### src/rtl/hbv2_spi_pkg.sv
// hbv2_spi_pkg: shared types, defaults and sizing helper for the SPI target FIFO block.
package hbv2_spi_pkg;

    typedef enum logic {IDLE, ACTIVE} state_e;

    localparam int DEF_DATA_W = 8;
    localparam int DEF_DEPTH = 4;
    localparam logic [7:0] DEF_TX_IDLE = 8'hFF;

    function automatic int occ_w(input int depth);
        return $clog2(depth) + 1;
    endfunction

endpackage

### src/rtl/hbv2_spi_sync.sv
// hbv2_spi_sync: 2-flop synchronizer with optional third flop for edge detection.
//   clk_i, rst_ni : clock, async active-low reset (flops reset to RST_VAL)
//   d_i           : asynchronous input
//   q_o           : synchronized level
//   rise_o/fall_o : one-cycle edge pulses of q_o (tied low when EDGE=0)
module hbv2_spi_sync #(
    parameter logic RST_VAL = 1'b0,
    parameter bit EDGE = 1'b1
) (
    input  logic clk_i,
    input  logic rst_ni,
    input  logic d_i,
    output logic q_o,
    output logic rise_o,
    output logic fall_o
);

    logic [1:0] s;

    always_ff @(posedge clk_i or negedge rst_ni) begin
        if (!rst_ni) s <= {2{RST_VAL}};
        else s <= {s[0], d_i};
    end

    assign q_o = s[1];

    if (EDGE) begin : g_edge
        logic prev;
        always_ff @(posedge clk_i or negedge rst_ni) begin
            if (!rst_ni) prev <= RST_VAL;
            else prev <= s[1];
        end
        assign rise_o = s[1] && !prev;
        assign fall_o = !s[1] && prev;
    end else begin : g_no_edge
        assign rise_o = 1'b0;
        assign fall_o = 1'b0;
    end

endmodule

### src/rtl/hbv2_spi_slave_fifo.sv
// hbv2_spi_slave_fifo: SPI mode-0 target with RX FIFO and a one-byte TX holding register.
//   clk_i, rst_ni, clr_i         : clock, async active-low reset, sync clear
//   spi_sclk_i/cs_ni/mosi_i      : SPI pins, asynchronous to clk_i
//   spi_miso_o, spi_miso_oe_o    : serial out and its enable (synchronized CS low)
//   rx_data_o/valid_o/ready_i    : FIFO head, valid/ready consumer side
//   tx_data_i/valid_i/ready_o    : TX holding register write port
//   elements_o, overflow_o       : FIFO occupancy, sticky dropped-byte flag
module hbv2_spi_slave_fifo import hbv2_spi_pkg::*; #(
    parameter int DATA_W = DEF_DATA_W,
    parameter int DEPTH = DEF_DEPTH,
    parameter logic [DATA_W-1:0] TX_IDLE = DATA_W'(DEF_TX_IDLE)
) (
    input  logic                     clk_i,
    input  logic                     rst_ni,
    input  logic                     clr_i,
    input  logic                     spi_sclk_i,
    input  logic                     spi_cs_ni,
    input  logic                     spi_mosi_i,
    output logic                     spi_miso_o,
    output logic                     spi_miso_oe_o,
    output logic [DATA_W-1:0]        rx_data_o,
    output logic                     rx_valid_o,
    input  logic                     rx_ready_i,
    input  logic [DATA_W-1:0]        tx_data_i,
    input  logic                     tx_valid_i,
    output logic                     tx_ready_o,
    output logic [occ_w(DEPTH)-1:0]  elements_o,
    output logic                     overflow_o
);

    localparam int AW = $clog2(DEPTH);
    localparam int CW = $clog2(DATA_W);
    localparam int OW = occ_w(DEPTH);

    logic unused_sclk, unused_mosi_rise, unused_mosi_fall;
    logic sclk_rise, sclk_fall, cs_n, cs_rise, cs_fall, mosi;
    state_e state, state_next;
    logic start, active, byte_done, load, accept, pop, full, wr_en, hold_full;
    logic [CW-1:0] bit_cnt;
    logic [DATA_W-1:0] rx_shift, tx_shift, hold_data, rx_byte, load_val;
    logic [DATA_W-1:0] mem [DEPTH];
    logic [AW-1:0] rd_ptr, wr_ptr;
    logic [OW-1:0] elements;

    hbv2_spi_sync #(.RST_VAL(1'b0), .EDGE(1'b1)) u_sclk (
        .clk_i(clk_i), .rst_ni(rst_ni), .d_i(spi_sclk_i),
        .q_o(unused_sclk), .rise_o(sclk_rise), .fall_o(sclk_fall)
    );
    hbv2_spi_sync #(.RST_VAL(1'b1), .EDGE(1'b1)) u_cs (
        .clk_i(clk_i), .rst_ni(rst_ni), .d_i(spi_cs_ni),
        .q_o(cs_n), .rise_o(cs_rise), .fall_o(cs_fall)
    );
    hbv2_spi_sync #(.RST_VAL(1'b0), .EDGE(1'b0)) u_mosi (
        .clk_i(clk_i), .rst_ni(rst_ni), .d_i(spi_mosi_i),
        .q_o(mosi), .rise_o(unused_mosi_rise), .fall_o(unused_mosi_fall)
    );

    always_comb begin
        start = state == IDLE && cs_fall;
        state_next = start ? ACTIVE : (state == ACTIVE && cs_rise) ? IDLE : state;
    end

    assign active = state == ACTIVE;
    assign byte_done = active && sclk_rise && bit_cnt == CW'(DATA_W - 1);
    assign rx_byte = {rx_shift[DATA_W-2:0], mosi};
    // A TX load happens at frame start and on every completed byte; it drains the holding register.
    assign load = start || byte_done;
    assign load_val = hold_full ? hold_data : TX_IDLE;
    assign accept = tx_valid_i && !hold_full;
    assign pop = rx_valid_o && rx_ready_i;
    assign full = elements == OW'(DEPTH);
    // A byte arriving while full is only stored if a pop frees the slot in the same cycle.
    assign wr_en = byte_done && (!full || pop);

    always_ff @(posedge clk_i or negedge rst_ni) begin
        if (!rst_ni) begin
            state <= IDLE;
            bit_cnt <= '0;
            rx_shift <= '0;
            tx_shift <= TX_IDLE;
            hold_full <= 1'b0;
            hold_data <= '0;
        end else if (clr_i) begin
            state <= IDLE;
            bit_cnt <= '0;
            tx_shift <= TX_IDLE;
            hold_full <= 1'b0;
        end else begin
            state <= state_next;
            if (start) bit_cnt <= '0;
            else if (active && sclk_rise) bit_cnt <= byte_done ? '0 : bit_cnt + 1'b1;
            if (active && sclk_rise) rx_shift <= rx_byte;
            // No shift on the falling edge that follows a byte boundary: the fresh MSB must stay on MISO.
            tx_shift <= load ? load_val : (active && sclk_fall && bit_cnt != '0) ? tx_shift << 1 : tx_shift;
            if (load && hold_full) hold_full <= 1'b0;
            else if (accept) begin
                hold_full <= 1'b1;
                hold_data <= tx_data_i;
            end
        end
    end

    always_ff @(posedge clk_i or negedge rst_ni) begin
        if (!rst_ni) begin
            for (int i = 0; i < DEPTH; i++) mem[i] <= '0;
            rd_ptr <= '0;
            wr_ptr <= '0;
            elements <= '0;
            overflow_o <= 1'b0;
        end else if (clr_i) begin
            rd_ptr <= '0;
            wr_ptr <= '0;
            elements <= '0;
            overflow_o <= 1'b0;
        end else begin
            if (wr_en) begin
                mem[wr_ptr] <= rx_byte;
                wr_ptr <= wr_ptr + 1'b1;
            end
            if (pop) rd_ptr <= rd_ptr + 1'b1;
            if (byte_done && !wr_en) overflow_o <= 1'b1;
            elements <= elements + OW'(wr_en) - OW'(pop);
        end
    end

    assign rx_data_o = mem[rd_ptr];
    assign rx_valid_o = elements != '0;
    assign elements_o = elements;
    assign tx_ready_o = !hold_full;
    assign spi_miso_o = tx_shift[DATA_W-1];
    assign spi_miso_oe_o = !cs_n;

endmodule
### config.mk
export PLATFORM = sky130hd
export DESIGN_NAME = hbv2_spi_slave_fifo
export DESIGN_NICKNAME = d
export VERILOG_FILES = /design/src/rtl/hbv2_spi_pkg.sv /design/src/rtl/hbv2_spi_sync.sv /design/src/rtl/hbv2_spi_slave_fifo.sv
export SDC_FILE = /design/constraint.sdc
export NUM_CORES = 1
export LEC_CHECK = 0
export ABC_AREA = 1
export BUFFER_PORTS_ARGS = -buffer_cell sky130_fd_sc_hd__buf_2
export CORE_ASPECT_RATIO = 1.4
export CORE_MARGIN = 2
export CORE_UTILIZATION = 44
export DETAILED_ROUTE_END_ITERATION = 8
export GPL_ROUTABILITY_DRIVEN = 0
export GPL_TIMING_DRIVEN = 0
export PLACE_DENSITY = 0.67
export SLEW_MARGIN = 30
export SYNTH_ARGS = -nofsm -noshare
export SYNTH_HDL_FRONTEND = slang
export SYNTH_HIERARCHICAL = 1
export SYNTH_SLANG_ARGS = --single-unit
export TNS_END_PERCENT = 5
### constraint.sdc
create_clock -name clk_i -period 2 [get_ports clk_i]
set_input_delay 0.1 -clock clk_i [delete_from_list [all_inputs] [get_ports clk_i]]
set_output_delay 0.1 -clock clk_i [all_outputs]
set_load 0.01 [all_outputs]
== After elaboration in Yosys (flattened, before gate mapping) ==
Index checks and enable logic that the tools add are counted.
Widths: inputs -> output; s select.

* Bits in registers: 76
* Input port bits: 16

* Add/subtract/negate cells: 5
* Bitwise logic cells: 5
* Mux-type cells: 27
* Reductions and logical operators: 37
* Eq/ne operators: 2
* Order comparisons: 3

{| class="wikitable"
|+ Operator list
! cell !! count
|-
| $mux 8 || 7
|-
| $bwmux 32 || 1
|-
| $reduce_bool 3->1 || 6
|-
| $bmux 8 s2 || 1
|-
| $demux 8 s2 || 1
|-
| $logic_and 1x1->1 || 16
|-
| $mux 3 || 5
|-
| $mux 1 || 8
|-
| $mux 2 || 4
|-
| $logic_not 1->1 || 7
|-
| $eq 3x3->1 const B || 2
|-
| $ge 3x3->1 const B || 2
|-
| $not 2->3 || 2
|-
| $reduce_bool 2->1 || 3
|-
| $add 2x1->2 const B || 2
|-
| $reduce_and 2->1 || 2
|-
| $add 3x1->3 || 1
|-
| $add 3x1->3 const B || 1
|-
| $lt 3x1->1 const B || 1
|-
| $not 1->1 || 3
|-
| $reduce_and 3->1 || 1
|-
| $sub 3x1->3 || 1
|-
| $logic_or 1x1->1 || 2
|}

== Logic depth before layout (Yosys ltp) ==
Gate-level depths: netlist of the first run.

* Depth after elaboration: 9
* Gate-level depth with buffers: 12
* Mapped depth without buffers: 12

== Hierarchy ==
The synthesis of the first run kept the hierarchy.

{| class="wikitable"
|+ Modules (own cells, without submodules)
! module !! cells an instance !! area an instance (µm²) !! times used
|-
| hbv2_spi_slave_fifo || 407 || 3505.9 || 1
|-
| hbv2_spi_sync (u_cs) || 7 || 93.8 || 1
|-
| hbv2_spi_sync (u_sclk) || 7 || 90.1 || 1
|-
| hbv2_spi_sync (u_mosi) || 5 || 68.8 || 1
|}

== Worst setup path after synthesis of the first run ==
OpenSTA, ideal clock, no wires.

* Path type: register to register
* From: register bit_cnt[0]
* To: register elements[2] (netlist: elements_o[2])
* Setup slack: -0.257 ns
* Arrival: 2.136 ns
* Path buffers: 0
* Stages on the path, launching flop included: 13
* Cells stage by stage: dfrtp_1 > ha_1 > ha_1 > nand3_4 > clkinv_4 > nand2_1 > ha_1 > inv_1 > ha_1 > inv_1 > fa_1 > xor2_1 > nor2_1

* Cells in the longest elaborated chain, start to end: 6

{| class="wikitable"
|+ RTL lines
! what !! line !! RTL
|-
| start, declared || hbv2_spi_slave_fifo.sv:39 || <nowiki>logic [CW-1:0] bit_cnt;</nowiki>
|-
| start signal, assigned || hbv2_spi_slave_fifo.sv:91 || <nowiki>else if (active && sclk_rise) bit_cnt <= byte_done ? '0 : bit_cnt + 1'b1;</nowiki>
|-
| $eq 3x3->1 || hbv2_spi_slave_fifo.sv:64 || <nowiki>assign byte_done = active && sclk_rise && bit_cnt == CW'(DATA_W - 1);</nowiki>
|-
| $logic_and 1x1->1 || hbv2_spi_slave_fifo.sv:64 ||
|-
| $logic_and 1x1->1 || hbv2_spi_slave_fifo.sv:73 || <nowiki>assign wr_en = byte_done && (!full || pop);</nowiki>
|-
| $add 3x1->3 || hbv2_spi_slave_fifo.sv:122 || <nowiki>elements <= elements + OW'(wr_en) - OW'(pop);</nowiki>
|-
| $sub 3x1->3 || hbv2_spi_slave_fifo.sv:122 ||
|-
| $mux 3 || hbv2_spi_slave_fifo.sv:110 || <nowiki>end else if (clr_i) begin</nowiki>
|-
| end signal, assigned || hbv2_spi_slave_fifo.sv:122 ||
|-
| end, declared || hbv2_spi_slave_fifo.sv:43 || <nowiki>logic [OW-1:0] elements;</nowiki>
|}

Every way passes these cells.
A chain may end at the register's enable or synchronous reset.

== Worst setup path in the final report of the first run ==
* From: register bit_cnt[1]
* To: register elements[1] (netlist: elements_o[1])

Same word-level chain as after synthesis.

==> results of run 1 <==
-- cell usage in the layout (no fill, tap or decap), drive strengths merged, types with 9 or more instances in the layout --
master / count
buf: 58
clkbuf: 15
dfrtp: 65
dfstp: 11
ha: 9
inv: 29
nand2: 131
nand3: 35
nand4: 36
nor2: 34
o21ai: 24
-- through the flow --
step	std cells	instance area [µm²]	hold WS, ns	util [%]	TNS [ns]
floorplan	423	3800	-0.196	-	-0.136
global placement	555	4080	0.206	49.8	-0.371
detailed placement	556	4110	0.0500	50.1	-0.406
CTS	585	4570	0.00122	55.7	-0.00938
global route	588	4590	0.0135	56.0	-0.157
finish	588	4590	0.0129	56.0	-0.00463
-- how the worst max path moves through the flow --
stage          depth (start not counted)  slack (ns)            end
6_report                              11      -0.005  elements_o[1]
5_1_grt                               11       -0.08  elements_o[1]
4_1_cts                               10      -0.009  elements_o[1]
3_5_place_dp                          11       -0.22  elements_o[1]
3_3_place_gp                          11       -0.19  elements_o[1]
2_1_floorplan                         11       -0.09  elements_o[1]
-- worst max-delay path: stages (launching register included) --
cell and delay (ns):
dfrtp_1 0.38, ha_2 0.20, ha_4 0.16, nand3_4 0.09, clkinv_8 0.06, nand2_4 0.06
ha_4 0.19, inv_2 0.06, ha_4 0.12, inv_2 0.03, fa_2 0.51, nor2_1 0.04
-- cell type report --
type	count	area share, %
Tap cell	102	2.78
Sequential cell	76	41.8
Buffer	21	2.97
Multi-Input combinational cell	296	35.6
Clock inverter	3	1.50
Inverter	30	2.72
Clock buffer	13	5.67
Timing Repair Buffer	47	6.98
-- metal layers --
metal / track usage, % / vias to the layer above
met5: 0 / -
met4: 7.22 / 0
met3: 4.55 / 10
met2: 37.1 / 66
met1: 25.0 / 1496
li1: - / 1514
-- what timing repair did --
| item | in CTS | in global routing |
|---|---|---|
| pin swaps | 3 | 1 |
| endpoints found under the setup margin | 2 | 2 |
| setup buffers | 5 | 3 |
| hold buffers | 8 | 0 |
| gates resized for setup | 2 | 2 |
| hold endpoints to repair | 34 | 0 |
-- power groups by stage --
stage / logic (mW) / clock network [mW] / registers, mW
2_1_floorplan: 0.583 / 0 / 1.77
3_3_place_gp: 0.857 / 0 / 1.77
3_5_place_dp: 0.879 / 0 / 1.78
4_1_cts: 0.926 / 1.82 / 1.75
5_1_grt: 1.03 / 1.90 / 1.77
6_report: 0.917 / 1.77 / 1.75
-- state kept, by name, summed over array words and instances (netlist names), 3 cells and up --
| name | flops |
|---|---|
| mem | 32 |
| elements_o | 3 |
| tx_shift | 8 |
| rx_shift | 7 |
| bit_cnt | 3 |
| hold_data | 8 |
==> metrics.md, run 1 <==
| Metric | Value |
|---|---|
| Run status | finished with violations |
| Failing checks | negative setup slack |
| Vias in the first global route | 3143 |
| Slew Viols, Final | 0 |
| Max-Cap Viols | 0 |
| Antenna fix cells | 0 |
| Total power | 4.44 mW |
| Register area | 0.00192 mm² |
| CP Max Fanout | 2 |
| Row count | 39 |
| Root Buffer | clkbuf_16 |
| Share of cells above drive strength 1 | 24.5% |
| Reg2reg start | bit_cnt[1] |
| Clk pwr share | 39.9% |
| Via-to-Cell Ratio | 5.25 |
| First-pass GRT wire length | 15.0 mm |
| Largest net degree at the start of global routing | 50 |
| CP arrival | 2.22 ns |
| Syn avg cell area | roughly 9 µm² |
| Drt initial violations | 175 |
| RSZ-0062 raised after global routing | yes |
| CP Capture Type | register |
| Met2 wire length | 4.63 mm |
| Sequential share of power | 39.5% |
| I/O Buffers | 30 |
| Starting density of the core | 45.6% |
| Metal-1 WL | between 3 and 4 mm |
| Final #Nets | 507 |
| CP Class | register to register |
| Data required time of the worst path | ~2.2 ns |
| Worst-skew pair later-pin latency | 0.34 ns |
| I/O pin count | 32 |
| Clock Sink Count | 76 |
| Setup violations, final | 1 |
| Die width | 81.9 µm |
| Dpl ws | -0.216 ns |
| Core outline area | between 0.008 and 0.009 mm² |
| Met3 wire len | 341 µm |
| WHS Path Cells | 3 |
| Switching share of power | around 28% |
| PnR worst setup slack | -0.00463 ns |
| Worst-Margin Slew | 0.509 ns |
| Hold crit path type | primary input to register |
| Overflow after GRT | 0 |
| Die height | 113 µm |
| Number of fill cells in the layout | around 760 |
| RR Endpoint | elements_o[1] |
| Initial antenna violation count | 0 |
| Cell area after synthesis | 0.00374 mm² |
| DRT antenna net count | 0 |
| Via count | approximately 3000 |
| P per Cell Area | 968 mW/mm² |
| DIE AREA | 0.00926 mm² |
| Relative slew slack | 66.0% |
| Fin crit share | 100% |
| Reg clk slew, reported paths | 0.05 ns |
| Internal Pwr Total | 3.19 mW |
| Mapped Cells | around 420 |
| Multi-input logic area | 0.00164 mm² |
| Peak VDD IR | ~0.5 mV |
| Yosys warning count | 6 |
| CP startpoint | bit_cnt[1] |
| Synth-to-layout area growth | 22.8% |
| WL/cell | 14.6 µm |
| Comb power frac | 20.6% |
| Worst Hold Launch | tx_data_i[1] |
| CTS tree | done |
| Total wire length | 8.57 mm |
| Final Hold Fails | 0 |
| P_sw | 1.25 mW |
| Clock buffers created by TritonCTS | 9 |
| Layout Skew | just over 0.009 ns |
| Hold Path Sink | hold_data[1] |
| F_max | about 500 MHz |
| Pre-antenna DRT Iters | 4 |
| Reg2reg setup slack | -0.005 ns |
| DR DRC count | 0 |
| LEAKAGE | about 2.4 nW |
| Syn_nets | 449 |
| Top sig layer | met4 |
| Post-DP HPWL | approximately 6 mm |
| CP startpoint kind | register |
| Worst R2R Path Depth | 11 |
| Max Root-Sink Buffers | 2 |
| Total track usage | 21.1% |
| H-tree depth | 3 |
| Final worst path period need | 2.00 ns |
Note: power is estimated with default switching activity, not from simulation.
==> inputs of run 2 (changes only) <==
CORE_MARGIN = unset   (was 2)
==> run 2 against run 1 <==
The flow still finishes with violations (negative setup slack). Sequential share of layout area increased by 0.13 points. Final cell count decreased by 0.34%. First-iteration DRC count decreased by 8.6%. Hold slack got worse by 0.0014 ns. Via count decreased by 1.6%. Non-clock buffer count decreased by 2. Global-route usage increased by 0.35 points. Critical path type unchanged. Register-to-register slack got worse by 0.02 ns. Highest routed layer unchanged.
==> metrics.md, run 2 (synthesized netlist as in run 1, its figures left out) <==
| Metric | Value |
|---|---|
| Run status | finished with violations |
| Failing checks | negative setup slack |
| Reg clk slew, reported paths | 0.06 ns |
| Vias in the first global route | 3169 |
| Worst-Margin Slew | 0.458 ns |
| Leading cell type in the layout, fill and taps excluded | nand2_1 |
| Sequential share of power | 39.5% |
| Slowest stage delay, CP | ~0.38 ns |
| Largest net degree at the start of global routing | 46 |
| Starting density of the core | 45.6% |
| Dpl cells | 556 |
| Drt initial violations | 160 |
| Overflow after GRT | 0 |
| DR DRC count | 0 |
| Die width | about 80 µm |
| F_max | 493 MHz |
| PnR worst setup slack | -0.0273 ns |
| Total power | 4.43 mW |
| CP Class | register to register |
| Dpl ws | -0.222 ns |
| WL/cell | 14.4 µm |
| Initial antenna violation count | 0 |
| Biggest regs | mem x32, hold_data x8, tx_shift x8 |
| Row count | 39 |
| Max-Cap Viols | 0 |
| CP startpoint kind | register |
| DRT antenna net count | 0 |
| Most frequent CP cell | ha_4 |
| Core outline area | 0.00820 mm² |
| Commonest cells after routing, fill and taps aside | nand2_1, dfrtp_1, buf_2 |
| Clock buffers created by TritonCTS | 9 |
| Synth-to-layout area growth | 22.4% |
| Fin Setup TNS | -0.0423 ns |
| CP Cell Sequence | ha_2, ha_4, nand3_4, clkinv_8, nand2_4, ha_4, inv_4, ha_4, inv_2, fa_2, xor2_1, nor2_1 |
| Layout Skew | 0.00954 ns |
| P_sw | 1.28 mW |
| H-tree depth | 3 |
| Peak VDD IR | 0.710 mV |
| LEAKAGE | 2.38 nW |
| Die height | between 100 and 150 µm |
| Switching share of power | 28.8% |
| Setup violations, final | 2 |
| Worst-skew pair later-pin latency | between 0.3 and 0.4 ns |
| Post-route insts no fill | 586 |
| Pre-antenna DRT Iters | 4 |
| Antenna fix cells | 0 |
| Fin crit share | 101% |
| Max Root-Sink Buffers | 2 |
| CP arrival | roughly 2.2 ns |
| Slew Viols, Final | 0 |
| Hold crit path type | primary input to register |
| RSZ-0062 raised after global routing | yes |
| Max reg flops | 32 |
| Final Core Density | 55.8% |
| Via count | 3038 |
| I/O pin count | 32 |
| Root Buffer | clkbuf_16 |
| Data required time of the worst path | 2.21 ns |
| CP Max Fanout | 2 |
| Total wire length | ~8.4 mm |
| Biggest register | mem |
| Clk pwr share | around two fifths |
| Max stage delay cell, worst path | dfrtp_1 |
| DIE AREA | a little under 0.009 mm² |
| Internal Pwr Total | 3.16 mW |
| CTS tree | done |
| CP Capture Type | register |
| First-pass GRT wire length | 14.7 mm |
| Total track usage | between 20 and 25% |
| Clock Sink Count | 76 |
| Post-DP HPWL | 5.97 mm |
| Share of cells above drive strength 1 | 24.8% |
| Via-to-Cell Ratio | 5.18 |
| Relative slew slack | 69.4% |
| Final #Nets | 505 |
| Final Hold Fails | 0 |
| Comb power frac | a little over a fifth |
| P per Cell Area | roughly 970 mW/mm² |
| I/O Buffers | 30 |
| Final worst path period need | 2.03 ns |
==> run 2: layout make-up <==
type                       count  area, µm²
sequential                    76       1920
clock buffer                  11        243
clock inverter                 5       75.1
buffer                        21        141
timing repair buffer          45        308
fill                         744       3620
inverter                      30        128
multi-input combinational    296       1640
tap                          102        128
==> run 2: power by group through the flow <==
stage	Sequential (mW)	Clock (mW)	Combinational, mW
2_1_floorplan	1.77	0	0.583
3_3_place_gp	1.77	0	0.857
3_5_place_dp	1.78	0	0.878
4_1_cts	1.75	1.78	0.910
5_1_grt	1.76	1.84	1.06
6_report	1.75	1.74	0.940
==> run 2: final timing paths <==
check	startpoint	slack (ns)	endpoint	cells past startpoint
max	bit_cnt[1]	-0.03	elements_o[2]	12
min in group asynchronous	rst_ni	0.25	elements_o[1]	2
max reg2reg	bit_cnt[1]	-0.03	elements_o[2]	12
max in group asynchronous	rst_ni	1.12	tx_shift[4]	3
min reg2reg	u_sclk/s[0]	0.35	u_sclk/s[1]	0
min	tx_data_i[5]	0.01	hold_data[5]	3
==> run 2: worst max-delay path: cells and delay by family (launching register included) <==
kind | cells | cell delay [ns]
DFF | 1 | 0.38
xor gates and xnor gates | 1 | 0.17
and+or+nand+nor | 3 | 0.21
adders and majority gates | 5 | 0.99
buffers and inverters | 3 | 0.14
==> run 2: repair_timing <==
action | 4_1_cts | 5_1_grt
pin swaps | 1 | 1
resized for setup | 4 | 7
buffers inserted | 3 | 2
endpoints found under the setup margin | 2 | 7
hold buffers | 9 | 0
endpoints found under the hold margin | 35 | 0
==> run 2: metrics by stage <==
step	instance area, µm²	hold slack, ns
finish	4580	0.0115
global route	4580	0.0222
CTS	4550	0.00112
detailed placement	4110	0.0696
global placement	4080	0.205
floorplan	3800	-0.196
==> run 2: routing by layer <==
| metal | routed length, µm | share of wire [%] | global-route usage [%] |
|---|---|---|---|
| met1 | 3410 | 40 | 23.8 |
| met5 | 0 | 0 | 0 |
| met3 | 298 | 3.5 | 4.86 |
| met4 | 190 | 2.2 | 10.4 |
| met2 | 4550 | 54 | 37.7 |
==> inputs of run 3 (changes only) <==
==> constraint.sdc (replaced) <==
create_clock -name clk_i -period 2 [get_ports clk_i]
set_input_delay 0.2 -clock clk_i [delete_from_list [all_inputs] [get_ports clk_i]]
set_output_delay 0.2 -clock clk_i [all_outputs]
set_load 0.01 [all_outputs]
==> run 3 against run 2 <==
The flow still finishes with violations (negative setup slack). Register-to-register slack is essentially flat. Hold slack gained 0.095 ns. Die area is the same. Largest power group unchanged. Global-route usage shrank 0.12 points. Via count shrank 0.63%. Highest routed layer unchanged. Final cell count shrank 0.85%. First-iteration DRC count grew 2.5%. Critical path depth is the same.
==> metrics.md, run 3 (synthesized netlist as in run 1, its figures left out) <==
| Metric | Value |
|---|---|
| Sequential share of power | around two fifths |
| Relative slew slack | 69.2% |
| Run status | finished with violations |
| Root Buffer | clkbuf_16 |
| Die width | 79.9 µm |
| F_max | 494 MHz |
| Final #Nets | 500 |
| Leading cell type in the layout, fill and taps excluded | nand2_1 |
| CP startpoint kind | register |
| Slowest stage delay, CP | 0.38 ns |
| DRT antenna net count | 0 |
| Overflow after GRT | 0 |
| Number of fill cells in the layout | 751 |
| Worst-skew pair later-pin latency | ~0.34 ns |
| Hold crit path type | primary input to register |
| Max-Cap Viols | 0 |
| Max stage delay cell, worst path | dfrtp_1 |
| LEAKAGE | 2.36 nW |
| Post-DP HPWL | 5.97 mm |
| I/O pin count | 32 |
| Total wire length | 8.40 mm |
| Worst-Margin Slew | 0.461 ns |
| Final Core Density | 55.3% |
| Max reg flops | 32 |
| Clk pwr share | 39.2% |
| Dpl ws | -0.222 ns |
| Internal Pwr Total | 3.16 mW |
| Setup violations, final | 2 |
| H-tree depth | 3 |
| Switching share of power | 28.7% |
| Row count | 39 |
| Commonest cells after routing, fill and taps aside | nand2_1, dfrtp_1, buf_2 |
| CP Class | register to register |
| Max Root-Sink Buffers | 2 |
| Initial antenna violation count | 0 |
| Clock buffers created by TritonCTS | 9 |
| Biggest register | mem |
| Largest net degree at the start of global routing | 46 |
| Fin crit share | 101% |
| Synth-to-layout area growth | 21.2% |
| Share of cells above drive strength 1 | 25.3% |
| Clock Sink Count | 76 |
| Slew Viols, Final | 0 |
| PnR worst setup slack | -0.0257 ns |
| DIE AREA | 0.00888 mm² |
| P_sw | 1.27 mW |
| CP startpoint | bit_cnt[1] |
| Via-to-Cell Ratio | 5.20 |
| I/O Buffers | 30 |
| CP Max Fanout | 2 |
| Starting density of the core | 45.6% |
| Worst Hold Launch | tx_data_i[3] |
| CP Cell Sequence | ha_2, ha_4, nand3_4, clkinv_8, nand2_4, ha_4, inv_4, ha_4, inv_2, fa_2, xor2_1, nor2_1 |
| Die height | roughly 110 µm |
| CTS tree | done |
| Biggest regs | mem x32, hold_data x8, tx_shift x8 |
| Antenna fix cells | 0 |
| Comb power frac | 21.3% |
| Layout Skew | 0.00885 ns |
| Via count | 3019 |
| CP Capture Type | register |
| Total power | about 4.4 mW |
| RSZ-0062 raised after global routing | yes |
| P per Cell Area | between 900 and 1000 mW/mm² |
| Fin Setup TNS | -0.0398 ns |
| Reg2reg start | bit_cnt[1] |
| Peak VDD IR | approximately 0.71 mV |
| DR DRC count | 0 |
| Failing checks | negative setup slack |
| Reg clk slew, reported paths | 0.06 ns |
| First-pass GRT wire length | 14.6 mm |
| CP arrival | 2.24 ns |
| Drt initial violations | 164 |
| Pre-antenna DRT Iters | 4 |
| Worst hold slack | between 0.1 and 0.15 ns |
| Total track usage | between 20% and 30% |
| Final Hold Fails | 0 |
| Core outline area | just over 0.008 mm² |
| Most frequent CP cell | ha_4 |
| WL/cell | 14.5 µm |
| Data required time of the worst path | ~2.2 ns |
| Vias in the first global route | roughly 3100 |
| Final worst path period need | 2.03 ns |
-- run 3: area by class of cell --
| class | count | area, µm² | area share [%] |
|---|---|---|---|
| inverters | 30 | 131 | 2.90 |
| flip-flops and latches | 76 | 1920 | 42.3 |
| clock buffers | 11 | 243 | 5.35 |
| clock inverters | 5 | 75.1 | 1.66 |
| repair buffers | 40 | 258 | 5.68 |
| well taps | 102 | 128 | 2.81 |
| plain buffers | 21 | 144 | 3.17 |
| multi-input cells | 296 | 1640 | 36.1 |
-- run 3: stage by stage --
stage,area [µm²],instances
3_5_place_dp,4110,556
5_1_grt,4530,581
3_3_place_gp,4080,555
4_1_cts,4510,579
2_1_floorplan,3800,423
6_report,4530,581
-- run 3: path summary, 6_finish.rpt --
path                            slack (ns)  cells past startpoint       endpoint
worst max-delay path                 -0.03                     12  elements_o[2]
worst min-delay path                  0.11                      3   hold_data[3]
worst max register to register       -0.03                     12  elements_o[2]
worst min register to register        0.35                      0    u_sclk/s[1]
max in group asynchronous             1.02                      3    tx_shift[4]
min in group asynchronous             0.35                      2  elements_o[1]
-- run 3: power groups by stage --
stage               Combinational, mW  Clock (mW)  Sequential, mW
floorplan                       0.583           0            1.77
global placement                0.857           0            1.77
detailed placement              0.878           0            1.78
CTS                             0.908        1.78            1.75
global route                     1.07        1.85            1.76
finish                          0.944        1.74            1.75
-- run 3: critical path: cells and delay by family (launching register included) --
kind          cells  cell delay (ns)
buf+inv           3             0.14
flops             1             0.38
xor+xnor          1             0.17
fa+ha+maj         5             0.99
simple gates      3             0.21
-- run 3: layer usage --
metal | vias up | global-route usage (%) | wire length (µm)
li1 | 1499 | - | -
met1 | 1420 | 23.8 | 3390
met2 | 85 | 37.2 | 4490
met3 | 15 | 4.86 | 354
met4 | 0 | 10.7 | 165
met5 | - | 0 | 0
-- run 3: what timing repair did --
item / in CTS / in global routing
buffers inserted: 3 / 2
setup endpoints to repair: 5 / 10
hold endpoints to repair: 30 / 0
hold buffers: 4 / 0
resized for setup: 6 / 7
pin swaps: 1 / 1
